==> src/rtl/risc_decode_pipe.sv <==
// Pipelined RISC decode stage: valid/ready in, registered decode out, scoreboard hazard stall.
// Optional hazard-stall counter port stall_cnt is built when DECODE_PERF_EN is defined.
module risc_decode_pipe #(
  parameter int REG_AW = 3,
  parameter int CNT_W  = 16,
  localparam int NUM_REGS = 2**REG_AW,
  localparam int INSTR_W  = 4 + 3*REG_AW
) (
  input  logic                clk,
  input  logic                rst,
  input  logic                in_valid,
  output logic                in_ready,
  input  logic [INSTR_W-1:0]  in_instr,
  output logic                out_valid,
  input  logic                out_ready,
  output logic [3:0]          out_opcode,
  output logic [REG_AW-1:0]   out_opnda,
  output logic [REG_AW-1:0]   out_opndb,
  output logic [REG_AW-1:0]   out_dst,
  output logic                out_uses_a,
  output logic                out_uses_b,
  output logic                out_wr,
  output logic                out_illegal,
  input  logic                wb_valid,
  input  logic [REG_AW-1:0]   wb_dst,
  output logic [NUM_REGS-1:0] busy_map
`ifdef DECODE_PERF_EN
  ,
  output logic [CNT_W-1:0]    stall_cnt
`endif
);

  logic [3:0]          w_opcode;
  logic [REG_AW-1:0]   w_opnda;
  logic [REG_AW-1:0]   w_opndb;
  logic [REG_AW-1:0]   w_dst;
  logic                w_uses_a;
  logic                w_uses_b;
  logic                w_wr;
  logic                w_illegal;
  logic                w_blocked;
  logic                w_accept;
  logic [NUM_REGS-1:0] w_busy_nxt;

  logic                r_out_valid;
  logic [3:0]          r_opcode;
  logic [REG_AW-1:0]   r_opnda;
  logic [REG_AW-1:0]   r_opndb;
  logic [REG_AW-1:0]   r_dst;
  logic                r_uses_a;
  logic                r_uses_b;
  logic                r_wr;
  logic                r_illegal;
  logic [NUM_REGS-1:0] r_busy;

  // NOTE: every always_comb output gets a default first so no path can infer a latch.
  always_comb begin
    w_opcode  = in_instr[INSTR_W-1 -: 4];
    w_opnda   = in_instr[3*REG_AW-1 -: REG_AW];
    w_opndb   = in_instr[2*REG_AW-1 -: REG_AW];
    w_dst     = in_instr[REG_AW-1:0];
    w_uses_a  = 1'b0;
    w_uses_b  = 1'b0;
    w_wr      = 1'b0;
    w_illegal = 1'b0;
    case (w_opcode) inside
      [4'd1:4'd5]: begin
        w_uses_a = 1'b1;
        w_uses_b = 1'b1;
        w_wr     = 1'b1;
      end
      [4'd6:4'd13]: begin
        w_uses_a = 1'b1;
        w_wr     = 1'b1;
      end
      4'd14:   w_illegal = 1'b1;
      4'd15: begin
        w_uses_a = 1'b1;
        w_uses_b = 1'b1;
      end
      default: ;
    endcase
  end

  // Hazards look only at the registered scoreboard; a freed register is usable next cycle.
  assign w_blocked = (w_uses_a && r_busy[w_opnda]) ||
                     (w_uses_b && r_busy[w_opndb]) ||
                     (w_wr     && r_busy[w_dst]);
  assign in_ready  = !w_blocked && (!r_out_valid || out_ready);
  assign w_accept  = in_valid && in_ready;

  // Clear first, then set, so a same-edge set of the same register wins.
  always_comb begin
    w_busy_nxt = r_busy;
    if (wb_valid)
      w_busy_nxt[wb_dst] = 1'b0;
    if (w_accept && w_wr)
      w_busy_nxt[w_dst] = 1'b1;
  end

  always_ff @(posedge clk) begin
    if (rst) begin
      r_out_valid <= 1'b0;
      r_opcode    <= '0;
      r_opnda     <= '0;
      r_opndb     <= '0;
      r_dst       <= '0;
      r_uses_a    <= 1'b0;
      r_uses_b    <= 1'b0;
      r_wr        <= 1'b0;
      r_illegal   <= 1'b0;
      r_busy      <= '0;
    end else begin
      r_busy <= w_busy_nxt;
      if (w_accept) begin
        r_out_valid <= 1'b1;
        r_opcode    <= w_opcode;
        r_opnda     <= w_opnda;
        r_opndb     <= w_opndb;
        r_dst       <= w_dst;
        r_uses_a    <= w_uses_a;
        r_uses_b    <= w_uses_b;
        r_wr        <= w_wr;
        r_illegal   <= w_illegal;
      end else if (r_out_valid && out_ready) begin
        r_out_valid <= 1'b0;
      end
    end
  end

  assign out_valid   = r_out_valid;
  assign out_opcode  = r_opcode;
  assign out_opnda   = r_opnda;
  assign out_opndb   = r_opndb;
  assign out_dst     = r_dst;
  assign out_uses_a  = r_uses_a;
  assign out_uses_b  = r_uses_b;
  assign out_wr      = r_wr;
  assign out_illegal = r_illegal;
  assign busy_map    = r_busy;

`ifdef DECODE_PERF_EN
  // Counts hazard stalls only; cycles lost to downstream backpressure are excluded.
  always_ff @(posedge clk) begin
    if (rst)
      stall_cnt <= '0;
    else if (in_valid && w_blocked && (!r_out_valid || out_ready) && (stall_cnt != '1))
      stall_cnt <= stall_cnt + CNT_W'(1);
  end
`else
  logic w_unused_cnt_w;
  assign w_unused_cnt_w = ^CNT_W;
`endif

endmodule

==> config.mk <==
export PLATFORM = sky130hd
export DESIGN_NAME = risc_decode_pipe
export DESIGN_NICKNAME = d
export VERILOG_FILES = /design/src/rtl/risc_decode_pipe.sv
export SDC_FILE = /design/constraint.sdc
export NUM_CORES = 1
export LEC_CHECK = 0
export CORE_UTILIZATION = 46
export DETAILED_ROUTE_END_ITERATION = 8
export PLACE_DENSITY = 0.79
export SYNTH_ARGS = -nofsm -noshare
export SYNTH_HDL_FRONTEND = slang
export SYNTH_SLANG_ARGS = --single-unit
export TNS_END_PERCENT = 5
==> constraint.sdc <==
create_clock -name clk -period 3.72 [get_ports clk]
set_input_delay 1.116 -clock clk [delete_from_list [all_inputs] [get_ports clk]]
set_output_delay 1.116 -clock clk [all_outputs]
set_load 0.02 [all_outputs]
==> results.json <==
{
  "area_growth_pct": 44.2,
  "synth-edff-count": 0,
  "num_vias": 1562,
  "numCtsBuffers": 3,
  "start_util_pct": 50.0,
  "arrival_ns": 2.54,
  "yosysWarnings": 0,
  "avgSynthCellArea_um2": 9.84,
  "setup-tns-final_ns": 0,
  "clkTransAtPathRegs_ns": 0.14,
  "synth_xor_area_share_pct": 0.560,
  "crit_type": "in2out",
  "period_minus_slack_ns": 3.65,
  "crit_required_ns": 2.60,
  "hold_path_class": "reg2reg",
  "drive_gt1_share_pct": 26.5,
  "die_h_um": 60.3,
  "worst_pin_slew_ns": 0.604,
  "power_leakage_nw": 0.879,
  "num_io_pins": 48,
  "synth_ff_type": "dfxtp_1",
  "drtIter0Drc": 95,
  "ys_seq_elements": 26,
  "synthSimpleGateAreaFrac_pct": 18.4,
  "multiInputGateArea_um2": 963,
  "endpoint_kind": "output port",
  "maxSlewViolCount": 0,
  "dr.pass1.iters": 4,
  "yosysTopAreaCellShare_pct": 33.3,
  "irDropWorstVdd_v": 0.000193,
  "critical_path_buf_inv_count": 2,
  "place_area_um2": 2210,
  "antenna_found_initial": 0,
  "cp_max_fo": 5,
  "critPathLaunchType": "primary input",
  "worstSkewPairLatency_ns": 0.34,
  "drtAntennaViolNets": 0,
  "crit_path_start": "in_instr[0]",
  "syn_inst": 159,
  "cp.depth": 6,
  "powerDensity_nw_per_um2": 322,
  "r2r-end": "out_opnda[1]",
  "synth_most_common_cell": "dfxtp_1",
  "cts.path.max_buffers": 2,
  "synthAdderAreaFrac_pct": 0,
  "cts_hold_buf": 0,
  "ys_types": 45,
  "setup_viol": 0,
  "overflow": 0,
  "die_width_um": 60.3,
  "cpMaxStageDelayCell": "dlygate4sd2_1",
  "max-cap-violations": 0,
  "syn_nets": 180,
  "finalCritPeriodShare_pct": 98.2,
  "cp_cell_sequence": "dlygate4sd2_1 > mux2i_1 > a22o_1 > o32a_2 > and3_1 > buf_4",
  "cts_sinks": 26,
  "reg2reg_slack_ns": 1.70,
  "totalWireLength_um": 4400,
  "dieArea_um2": 3640,
  "hold_path_depth": 2,
  "ys_top_cells_by_count": "dfxtp_1, nand4_1, mux2i_1, o31ai_1",
  "syn_area_um2": 1570,
  "cts_tree": "done",
  "path_delay_family": "compound AO/OA/AOI/OAI gates",
  "critPathMaxStageDelay_ns": 0.36,
  "n_antenna_cell": 0,
  "r2r-start": "busy_map[2]",
  "grtUsageTotal_pct": 27.3,
  "synth-seq-area-share_pct": 33.3,
  "grt_max_degree": 23,
  "hold_viol_final": 0,
  "yosys-mux-area-fraction_pct": 13.2,
  "grt_pass1_wl_um": 7410,
  "status": "finished clean",
  "synth_area_leaders": "dfxtp_1, mux2i_1, o31ai_1, nand4_1, a21oi_2",
  "coreArea_um2": 3130,
  "async_reset_ff_share_pct": 0,
  "clock_skew_ns": 0.0110,
  "wire_per_inst_um": 16.3,
  "finish.instance_area_um2": 2260,
  "fillers": 261,
  "hpwl_um": 3340,
  "slew_headroom_pct": 59.7,
  "vias_per_cell": 5.79,
  "nets": 248,
  "grt_pass1_vias": 1604,
  "synth_top_family_by_area": "compound AO/OA/AOI/OAI gates",
  "cts_root_buf": "clkbuf_4",
  "cts.htree.levels": 1,
  "cp-endpoint": "in_ready",
  "regArea_um2": 520,
  "fin_util_pct": 72.2,
  "r2r_cells": 8,
  "port_buffers": 47,
  "drc_errors": 0,
  "place_congestion": 0.917,
  "max_clock_freq_mhz": 274,
  "synth_compound_area_share_pct": 29.1,
  "fp-row-count": 20,
  "yosysTopAreaCell": "dfxtp_1",
  "rsz0062_at_grt": "no"
}
## layer usage
layer	vias to the layer above	wire length, µm	global-route usage (%)	part of all wire [%]
met2	62	2260	47.6	51
li1	759	-	-	-
met4	0	62	10.6	1.4
met1	735	1870	33.5	43
met3	6	208	4.69	4.7
met5	-	0	0	0
## kinds of logic after synthesis
family / count (synthesis)
buf+inv: 14
compound gates: 53
mux: 17
xor+xnor: 1
simple gates: 48
flops: 26
## repair_timing
item,in CTS,in global routing
endpoints found under the setup margin,1,1
pin swaps,1,0
buffers inserted,1,0
resized for setup,18,4
## through the flow
step | power, W | hold WS [ns] | cells | setup WS [ns]
3_5_place_dp | 0.000536 | 0.463 | 265 | -0.674
5_1_grt | 0.000760 | 0.507 | 270 | 0.00882
3_3_place_gp | 0.000531 | 0.456 | 265 | -0.643
4_1_cts | 0.000730 | 0.482 | 270 | 0.0512
2_1_floorplan | 0.000435 | 0.537 | 159 | 0.0817
6_report | 0.000727 | 0.478 | 270 | 0.0656
## state kept, by name, summed over array words and instances (netlist names)
register and flops:
out_valid 1, out_uses_a 1, out_illegal 1, out_opndb 3
busy_map 8, out_opcode 4, out_uses_b 1, out_wr 1
out_dst 3, out_opnda 3
## worst min-delay path by stage
stage,end,slack [ns],startpoint
after CTS,out_opnda[2],0.48,out_opnda[2]
final,out_opcode[3],0.48,out_opcode[3]
after global placement,out_dst[0],0.46,out_dst[0]
after floorplan,out_dst[0],0.54,out_dst[0]
after detailed placement,out_opnda[2],0.46,out_opnda[2]
after global routing,out_dst[2],0.51,out_dst[2]
## layout by cell type (no fill, tap or decap), drive strengths merged, types with 5 or more instances in the layout
cell and instances:
o21ai 7, buf 30, nand2 6, nand2b 5, nor2 7, clkdlybuf4s50 36, o31ai 12, mux2i 12
dlygate4sd2 8, a21oi 15, nand3 6, nand4 13, dfxtp 26
## power breakdown
group	total [W]	internal, W	switching (W)
logic	0.000220	0.000105	0.000115
clock network	0.000199	0.000109	0.0000901
registers	0.000307	0.000296	0.0000110
total	0.000727	0.000510	0.000216
## final cells by class
| cell class | count | area share [%] |
|---|---|---|
| Multi-Input combinational cell | 119 | 42.7 |
| Timing Repair Buffer | 75 | 29.2 |
| Inverter | 2 | 0.333 |
| Clock inverter | 1 | 1.33 |
| Sequential cell | 26 | 23.1 |
| Clock buffer | 3 | 0.998 |
| Tap cell | 44 | 2.44 |
## worst register-to-register path: cells and delay by family, from the launching register on
family                 cells  cell delay [ns]
multiplexers               2             0.61
buffers and inverters      3             0.49
flip-flops                 1             0.46
AO/OA/AOI/OAI              3             0.41
Note: power is estimated with default switching activity, not from simulation.
